<file path="src/rtl/cdb_arbiter_pkg.sv">
// Shared types and constants for the CDB writeback arbiter.
package cdb_arbiter_pkg;

  localparam int unsigned XLEN      = 32;
  localparam int unsigned TAG_W     = 5;
  localparam int unsigned REG_IDX_W = 5;
  localparam int unsigned CDB_N_REQ = 4;

  localparam logic [REG_IDX_W-1:0] ZERO_REG = 5'd0;

  // Requester index assignment on the CDB arbiter
  typedef enum logic [1:0] {
    FU_ALU  = 2'd0,
    FU_MULT = 2'd1,
    FU_LOAD = 2'd2,
    FU_BR   = 2'd3
  } fu_idx_t;

  // Result offered by a functional unit
  typedef struct packed {
    logic [TAG_W-1:0]     Tag;
    logic [XLEN-1:0]      PC;
    logic [XLEN-1:0]      NPC;
    logic [XLEN-1:0]      alu_result;
    logic [REG_IDX_W-1:0] dest_reg_idx;
    logic                 take_branch;
  } EX_PACKET;

  // Registered broadcast seen by RS/ROB/regfile
  typedef struct packed {
    logic                 valid;
    logic [TAG_W-1:0]     Tag;
    logic [XLEN-1:0]      Value;
    logic [XLEN-1:0]      PC;
    logic [XLEN-1:0]      NPC;
    logic [REG_IDX_W-1:0] dest_reg_idx;
    logic                 take_branch;
    logic                 halt;
    logic                 illegal;
    logic                 done;
  } CDB_PACKET;

  // Branches broadcast the link value (NPC) instead of the ALU result
  function automatic CDB_PACKET ex_to_cdb(input EX_PACKET p);
    CDB_PACKET c;
    c              = '0;
    c.valid        = 1'b1;
    c.Tag          = p.Tag;
    c.Value        = p.take_branch ? p.NPC : p.alu_result;
    c.PC           = p.PC;
    c.NPC          = p.NPC;
    c.dest_reg_idx = p.dest_reg_idx;
    c.take_branch  = p.take_branch;
    return c;
  endfunction

endpackage

</file>
<file path="src/rtl/cdb_arbiter_rr_arbiter.sv">
// Combinational round-robin arbiter: first requester at or after ptr wins.
module rr_arbiter #(
  parameter int unsigned N = 4
) (
  input  logic [N-1:0]         req,
  input  logic [$clog2(N)-1:0] ptr,
  output logic [N-1:0]         gnt,
  output logic [$clog2(N)-1:0] gnt_idx,
  output logic                 any
);

  localparam int unsigned PTR_W = $clog2(N);

  logic [2*N-1:0] dbl;
  logic [N-1:0]   rot;
  logic [PTR_W-1:0] off;
  logic [PTR_W:0]   sum;
  logic             found;

  // Rotate so ptr lands at bit 0, priority-encode, then rotate the index back
  always_comb begin
    dbl   = {req, req} >> ptr;
    rot   = dbl[N-1:0];
    found = 1'b0;
    off   = '0;
    for (int unsigned j = 0; j < N; j++) begin
      if (!found && rot[j]) begin
        found = 1'b1;
        off   = PTR_W'(j);
      end
    end
    sum = {1'b0, ptr} + {1'b0, off};
    if (sum >= (PTR_W+1)'(N)) begin
      sum = sum - (PTR_W+1)'(N);
    end
    gnt_idx = sum[PTR_W-1:0];
    gnt     = found ? (N'(1) << gnt_idx) : '0;
    any     = found;
  end

endmodule

</file>
<file path="src/rtl/cdb_arbiter.sv">
// Round-robin arbitration of functional-unit results onto the single CDB.
module cdb_arbiter
  import cdb_arbiter_pkg::*;
#(
  parameter int unsigned N_REQ = CDB_N_REQ
) (
  input  logic                       clock,
  input  logic                       reset,
  input  logic                       squash,
  input  logic [N_REQ-1:0]           req_valid,
  input  EX_PACKET [N_REQ-1:0]       req_packet,
  output logic [N_REQ-1:0]           req_ready,
  output CDB_PACKET                  cdb_packet,
  output logic                       wb_regfile_en,
  output logic [REG_IDX_W-1:0]       wb_regfile_idx,
  output logic [XLEN-1:0]            wb_regfile_data
);

  localparam int unsigned PTR_W = $clog2(N_REQ);

  logic [PTR_W-1:0] rr_ptr;
  logic [PTR_W-1:0] next_ptr;
  logic [N_REQ-1:0] gnt;
  logic [PTR_W-1:0] gnt_idx;
  logic             gnt_any;
  logic             transfer;

  rr_arbiter #(
    .N (N_REQ)
  ) u_rr_arbiter (
    .req     (req_valid),
    .ptr     (rr_ptr),
    .gnt     (gnt),
    .gnt_idx (gnt_idx),
    .any     (gnt_any)
  );

  // Flush and reset block acceptance so no result is taken that would be dropped
  always_comb begin
    req_ready = (reset || squash) ? '0 : gnt;
    transfer  = gnt_any && !reset && !squash;
    next_ptr  = (gnt_idx == PTR_W'(N_REQ - 1)) ? '0 : gnt_idx + PTR_W'(1);
  end

  // Register the winning packet and advance the pointer past the winner
  always_ff @(posedge clock) begin
    if (reset) begin
      rr_ptr     <= '0;
      cdb_packet <= '0;
    end else begin
      cdb_packet.valid <= transfer;
      if (transfer) begin
        rr_ptr     <= next_ptr;
        cdb_packet <= ex_to_cdb(req_packet[gnt_idx]);
      end
    end
  end

  // Writes to the zero register still broadcast so the tag retires
  always_comb begin
    wb_regfile_en   = cdb_packet.valid && (cdb_packet.dest_reg_idx != ZERO_REG);
    wb_regfile_idx  = cdb_packet.dest_reg_idx;
    wb_regfile_data = cdb_packet.Value;
  end

endmodule

</file>
<file path="config.mk">
export PLATFORM = sky130hd
export DESIGN_NAME = cdb_arbiter
export DESIGN_NICKNAME = d
export VERILOG_FILES = /design/src/rtl/cdb_arbiter_pkg.sv /design/src/rtl/cdb_arbiter_rr_arbiter.sv /design/src/rtl/cdb_arbiter.sv
export SDC_FILE = /design/constraint.sdc
export NUM_CORES = 1
export LEC_CHECK = 0
export CAP_MARGIN = 40
export CORE_AREA = 2 2 228 230
export DETAILED_ROUTE_END_ITERATION = 10
export DIE_AREA = 0 0 230 232
export PLACE_DENSITY = 0.51
export SLEW_MARGIN = 20
export SYNTH_ARGS = -nofsm -noshare
export SYNTH_HDL_FRONTEND = slang
export SYNTH_HIERARCHICAL = 1
export SYNTH_SLANG_ARGS = --single-unit
export TNS_END_PERCENT = 20
</file>
<file path="constraint.sdc">
create_clock -name clock -period 4.8 [get_ports clock]
set_input_delay 0.96 -clock clock [delete_from_list [all_inputs] [get_ports clock]]
set_output_delay 0.96 -clock clock [all_outputs]
set_load 0.02 [all_outputs]
</file>
==> metrics, run 1 <==
Worst Tran Pin Value 678 ps; final count of pins violating max slew 0; height of the chip 232 um; cell occurring most often along the worst timing path clkdlybuf4s50_1; clk_skew 10.6 ps; end of the worst register-to-register path cdb_packet[46]$_SDFFE_PP0P_; critical path arrival 3630 ps; Final Hold Viols 0; count of final setup violators 0; endpoint required time on the critical path 3840 ps; register area share after synthesis 29.5%; number of distinct library cell variants in the gate-level netlist after synthesis 38; CTS tree done; sum of negative setup slack 0 ps; average cell area after synthesis 10.7 sq um; cell count after placement 1868; yosys warns 6; cell depth of the worst hold path 2; number of nets in the layout 1637; buffers inserted during post-CTS setup optimization 0; vias in the first global route 8061; overall routing resource usage 14.1%; commonest non-fill, non-tap cell in the layout clkdlybuf4s50_1; peak supply drop 0.362 mV; total of buffers placed on input and output ports 584; non-filler instance count after layout 1886; pin count of the biggest net entering global routing 111; met3 wire length 2810 um; r2r startpoint rr_ptr[0]$_SDFFE_PP0P_; leakage power total 5.09 nW; DR pass1 iterations 4; met2 WL post-DR 19800 um; Root Buffer clkbuf_16; CP max-delay cell clkdlybuf4s50_1; count of routing violations after the opening detailed-route iteration 239; max-cap check violation count 0; max incr delay on CP 590 ps; GR Overflow Total 0; placer congestion estimate 0.874; utilization after layout 27.5%; crit-path cells clkdlybuf4s50_1 > o21a_1 > a21oi_1 > o211ai_1 > ha_4 > xnor2_1 > nand2_1 > mux2i_1 > and2_1 > clkdlybuf4s50_1; unrepaired setup endpoints after global routing false; Hold Startpoint cdb_packet[22]$_SDFFE_PP0P_; clock transition at the registers of the reported paths 80 ps; number of vias per cell 4.09; number of flip-flops and latches in the synthesized netlist 110; met1 WL 15300 um; final routed wire length divided by cell count 20.5 um; critical path fanouts, max 9; Cells after Synth 698; power density over cell area 440 nW/um^2; number of rows in the core area 83; slack of the worst reg-to-reg path 1380 ps; filler cell count 5363; top achievable clock speed 218 MHz; endpoint class of the critical path primary output; crit start category primary input; overall power 6.16 mW; result of the run completed; relative max-transition margin 54.8%; Post-DRT Antenna Nets 0; Bufs on Longest Clock Path 2; final worst-path cycle share 95.6%; H-tree Lvls 3; worst setup path category primary input to primary output; total via count after detailed routing 7715; number of gates given a new drive strength after cts 0; placed wire-length estimate after detailed placement 30400 um; Sinks on Clock Net 110; I/O pins 588; top sig layer met5; initial antenna violation count 6; area overhead of the layout relative to synthesis 87.3%; x dimension of the die 230 um; starting density of the core 14.7%; Post-route DRC 0; wire length reported by the detailed router 38600 um; class of the tightest hold or removal check flip-flop to flip-flop; shortest clock period the worst path allows after layout 4590 ps; Skew-Pair Late Insertion Delay 390 ps; synthesized area 7470 sq um; top library cells by usage in the layout, fill and taps aside 583 x clkdlybuf4s50_1, 159 x nand2_1, 110 x dfxtp_1; number of hold buffers added after CTS 0; number of buffers inserted during clock tree synthesis 9; minimum hold slack 477 ps; share of layout cells above drive strength 1 11.4%; first-pass GRT wire length 55100 um; length in cells of the worst reg-to-reg path 9; Core Box Area 50900 sq um; die area 53400 sq um; endpoint of the worst hold-timing path cdb_packet[22]$_SDFFE_PP0P_
-- Yosys cell counts --
| master | n | share of area [%] |
|---|---|---|
| nor2b_1 | 1 | 0.084 |
| a211o_1 | 1 | 0.12 |
| o21a_1 | 2 | 0.20 |
| clkbuf_4 | 1 | 0.10 |
| o211ai_1 | 1 | 0.10 |
| and2_1 | 4 | 0.33 |
| nand2_1 | 159 | 8.0 |
| mux4_2 | 105 | 32 |
| inv_2 | 1 | 0.050 |
| nor2_1 | 20 | 1.0 |
| mux2i_1 | 37 | 5.0 |
| inv_1 | 2 | 0.10 |
| nand3b_1 | 92 | 9.2 |
| buf_6 | 8 | 1.2 |
| o21ai_1 | 16 | 1.1 |
| buf_1 | 2 | 0.10 |
| nor4_1 | 2 | 0.17 |
| buf_8 | 2 | 0.40 |
| conb_1 | 1 | 0.050 |
| nor3_1 | 1 | 0.067 |
| o22a_1 | 2 | 0.23 |
| or3_1 | 1 | 0.084 |
| xor2_1 | 1 | 0.12 |
| dfxtp_1 | 110 | 29 |
| o22ai_1 | 1 | 0.084 |
| mux4_1 | 2 | 0.70 |
| a21oi_1 | 2 | 0.13 |
| a31oi_1 | 1 | 0.084 |
| buf_4 | 41 | 4.1 |
| or3b_1 | 1 | 0.12 |
| a211oi_1 | 16 | 1.6 |
| o22ai_4 | 1 | 0.27 |
| ha_1 | 2 | 0.33 |
| buf_2 | 21 | 1.4 |
| xnor2_1 | 2 | 0.23 |
| or4_1 | 1 | 0.10 |
| nand2b_1 | 4 | 0.33 |
| clkbuf_1 | 31 | 1.6 |
-- report_power, final --
| group | internal, mW | switching, mW | leakage (nW) | total (mW) |
|---|---|---|---|---|
| registers | 1.16 | 0.198 | 0.909 | 1.36 |
| logic | 2.10 | 1.86 | 4.05 | 3.96 |
| clock network | 0.410 | 0.423 | 0.139 | 0.833 |
| total | 3.68 | 2.48 | 5.09 | 6.16 |
-- area by class of cell --
type                    instances  area [sq um]  area share [%]
well taps                     680           851            6.08
diodes                          1          2.50          0.0179
repair buffers                595          6000            42.9
clock inverters                 6          67.6           0.483
multi-input cells             481          4620            33.0
flip-flops and latches        110          2200            15.7
clock buffers                  10           229            1.64
inverters                       3          13.8          0.0984
-- cells by family (layout without fill, tap and decap cells) --
logic type,count (synthesis),count (layout),share of synthesized area (%)
flops,110,110,29.5
compound gates,43,43,3.90
mux,144,144,37.3
xor+xnor,3,3,0.352
buf+inv,109,614,9.04
other cells,1,4,0.0502
fa+ha+maj,2,2,0.335
simple gates,286,286,19.5
-- critical path: cells and delay by family --
| kind | cells | cell delay, ps |
|---|---|---|
| compound gates | 3 | 560 |
| xor+xnor | 1 | 350 |
| buf+inv | 2 | 1160 |
| simple gates | 2 | 270 |
| fa+ha+maj | 1 | 200 |
| mux | 1 | 140 |
-- worst max path at each step --
stage                        end          from  slack, ps  cells after the start
floorplan           req_ready[3]  req_valid[2]       1400                      9
global placement    req_ready[2]  req_valid[2]        300                     11
detailed placement  req_ready[1]  req_valid[2]        250                     10
CTS                 req_ready[1]  req_valid[2]        230                     10
global route        req_ready[0]  req_valid[1]         10                     11
finish              req_ready[1]  req_valid[2]        210                     10
-- metal layers --
layer | vias to the layer above | global-route usage, %
li1 | 3540 | -
met4 | 6 | 4.15
met3 | 29 | 3.88
met1 | 3772 | 16.2
met2 | 368 | 25.3
met5 | - | 0
-- flip-flops by register name, summed over array words and instances, names as in the netlist --
signal,count
rr_ptr,2
cdb_packet,71
wb_regfile_idx,5
wb_regfile_data,32
-- metrics by stage --
| stage | area [sq um] | setup WS (ps) |
|---|---|---|
| finish | 14000 | 209 |
| global route | 14000 | 13.3 |
| CTS | 14000 | 229 |
| detailed placement | 13700 | 247 |
| global placement | 13700 | 299 |
| floorplan | 7480 | 1400 |
No activity file was read; power rests on OpenSTA's default activity.
==> run 2: changes to the inputs <==
--- a/config.mk
+++ b/config.mk
@@ -10,6 +10,7 @@
 export DETAILED_ROUTE_END_ITERATION = 10
 export DIE_AREA = 0 0 230 232
 export PLACE_DENSITY = 0.51
+export SETUP_SLACK_MARGIN = 0.05
 export SLEW_MARGIN = 20
 export SYNTH_ARGS = -nofsm -noshare
 export SYNTH_HDL_FRONTEND = slang
==> metrics, run 2 (synthesis gave the netlist of run 1 again) <==
placer congestion estimate 0.874 (unchanged); Bufs on Longest Clock Path 2 (unchanged); power density over cell area 440 nW/um^2 (about the same); number of vias per cell 4.10 (was 4.09); Core Box Area 50900 sq um (unchanged); number of rows in the core area 83 (unchanged); Design Area, Final 14000 sq um (about the same); end of the worst register-to-register path cdb_packet[46]$_SDFFE_PP0P_ (unchanged); utilization after layout 27.5% (about the same); number of flip-flops in the largest register 71 (unchanged); Hold Startpoint cdb_packet[18]$_SDFFE_PP0P_ (was cdb_packet[22]$_SDFFE_PP0P_); commonest non-fill, non-tap cell in the layout clkdlybuf4s50_1 (unchanged); overall routing resource usage 14.1% (unchanged); endpoint required time on the critical path 3840 ps (about the same); CTS tree done (unchanged); cell depth of the worst hold path 2 (unchanged); clk_skew 10.5 ps (was 10.6 ps); clock transition at the registers of the reported paths 90 ps (was 80 ps); Post-DRT Antenna Nets 0 (unchanged); Worst Tran Pin Value 678 ps (about the same); top achievable clock speed 220 MHz (was 218 MHz); total of buffers placed on input and output ports 584 (unchanged); worst setup slack before clock tree synthesis 247 ps (unchanged); placed wire-length estimate after detailed placement 30400 um (unchanged); register with the highest flop count cdb_packet (unchanged); first-pass GRT wire length 55100 um (unchanged); relative max-transition margin 54.8% (about the same); final worst-path cycle share 94.6% (was 95.6%); I/O pins 588 (unchanged); critical path arrival 3580 ps (was 3630 ps); max-cap check violation count 0 (unchanged); r2r startpoint rr_ptr[0]$_SDFFE_PP0P_ (unchanged); number of hold buffers added after CTS 0 (unchanged); slack of the worst reg-to-reg path 1370 ps (was 1380 ps); count of routing violations after the opening detailed-route iteration 214 (was 239); critical path fanouts, max 9 (unchanged); Post-route DRC 0 (unchanged); wire length reported by the detailed router 38700 um (was 38600 um); x dimension of the die 230 um (unchanged); unrepaired setup endpoints after global routing false (unchanged); Final Hold Viols 0 (unchanged); peak supply drop 0.364 mV (was 0.362 mV); initial antenna violation count 6 (unchanged); endpoint of the worst hold-timing path cdb_packet[18]$_SDFFE_PP0P_ (was cdb_packet[22]$_SDFFE_PP0P_); number of buffers inserted during clock tree synthesis 9 (unchanged); die area 53400 sq um (unchanged); Root Buffer clkbuf_16 (unchanged); count of final setup violators 0 (unchanged); top library cells by usage in the layout, fill and taps aside 582 x clkdlybuf4s50_1, 159 x nand2_1, 110 x dfxtp_1 (was 583 x clkdlybuf4s50_1, 159 x nand2_1, 110 x dfxtp_1); leakage power total 5.11 nW (was 5.09 nW); final routed wire length divided by cell count 20.5 um (about the same); result of the run completed (unchanged); cell occurring most often along the worst timing path clkdlybuf4s50_1 (unchanged); final count of pins violating max slew 0 (unchanged); Area after DPL 13700 sq um (unchanged); H-tree Lvls 3 (unchanged); crit-path cells clkdlybuf4s50_1 > o21a_1 > a21oi_1 > o211ai_1 > ha_4 > nor2b_1 > nand2_1 > mux2i_1 > and2_1 > clkdlybuf4s50_1 (was clkdlybuf4s50_1 > o21a_1 > a21oi_1 > o211ai_1 > ha_4 > xnor2_1 > nand2_1 > mux2i_1 > and2_1 > clkdlybuf4s50_1); Skew-Pair Late Insertion Delay 380 ps (was 390 ps); Sequential Area 2200 sq um (unchanged); total via count after detailed routing 7746 (was 7715); buffers inserted during post-CTS setup optimization 0 (unchanged); Sinks on Clock Net 110 (unchanged); CP max-delay cell clkdlybuf4s50_1 (unchanged); sum of negative setup slack 0 ps (unchanged); crit start category primary input (unchanged); max incr delay on CP 590 ps (about the same); area of the multi-input gates 4630 sq um (was 4620 sq um); GR Overflow Total 0 (unchanged); filler cell count 5361 (was 5363); height of the chip 232 um (unchanged); DR pass1 iterations 4 (unchanged); number of nets in the layout 1637 (unchanged); minimum setup slack in the final design 261 ps (was 209 ps); number of gates given a new drive strength after cts 0 (unchanged); share of layout cells above drive strength 1 11.5% (was 11.4%); vias in the first global route 8061 (unchanged); area overhead of the layout relative to synthesis 87.4% (was 87.3%); shortest clock period the worst path allows after layout 4540 ps (was 4590 ps); worst setup path category primary input to primary output (unchanged); starting density of the core 14.7% (unchanged); pin count of the biggest net entering global routing 111 (unchanged); endpoint class of the critical path primary output (unchanged); class of the tightest hold or removal check flip-flop to flip-flop (unchanged); length in cells of the worst reg-to-reg path 9 (unchanged)
==> run 2: changes by cell type in the layout (fill, tap and decap cells not counted), sizes merged <==
cell,change
dlymetal6s2s,+1
clkdlybuf4s50,-1
diode,+1
==> run 2: layout make-up <==
| class | count | share of cell area [%] |
|---|---|---|
| repair buffers | 595 | 42.9 |
| multi-input cells | 481 | 33.1 |
| flip-flops and latches | 110 | 15.7 |
| well taps | 680 | 6.08 |
| clock buffers | 10 | 1.64 |
| clock inverters | 6 | 0.483 |
| inverters | 3 | 0.0983 |
| diodes | 2 | 0.0357 |
==> run 2: where the power goes <==
part	switching [mW]	leakage, nW	total [mW]	internal [mW]
sequential	0.201	0.909	1.36	1.16
clock	0.422	0.140	0.832	0.410
combinational	1.86	4.06	3.97	2.11
==> run 2: worst max path at each step <==
stage                 start           end  slack (ps)
4_1_cts        req_valid[2]  req_ready[1]         230
6_report       req_valid[2]  req_ready[1]         260
3_3_place_gp   req_valid[2]  req_ready[2]         300
3_5_place_dp   req_valid[2]  req_ready[1]         250
5_1_grt        req_valid[2]  req_ready[1]         100
2_1_floorplan  req_valid[2]  req_ready[3]        1400
==> run 2: routing by layer <==
metal | track usage, % | vias up | wire length, um
li1 | - | 3548 | -
met1 | 16.2 | 3773 | 15100
met2 | 25.3 | 390 | 19800
met3 | 3.88 | 29 | 3050
met4 | 4.15 | 6 | 610
met5 | 0 | - | 32
==> run 2: per-stage QoR <==
stage | instances | hold slack, ps | power (mW)
after floorplan | 700 | 448 | 3.95
after global placement | 1868 | 460 | 5.41
after detailed placement | 1868 | 461 | 5.41
after CTS | 1884 | 478 | 6.31
after global routing | 1885 | 500 | 6.56
final | 1887 | 477 | 6.16
==> run 2: worst max-delay path: cells and delay by family <==
kind / cells / cell delay, ps
AO/OA/AOI/OAI: 3 / 560
AND/OR/NAND/NOR: 3 / 410
multiplexers: 1 / 130
adder cells (fa/ha/maj): 1 / 360
buffers and inverters: 2 / 1160
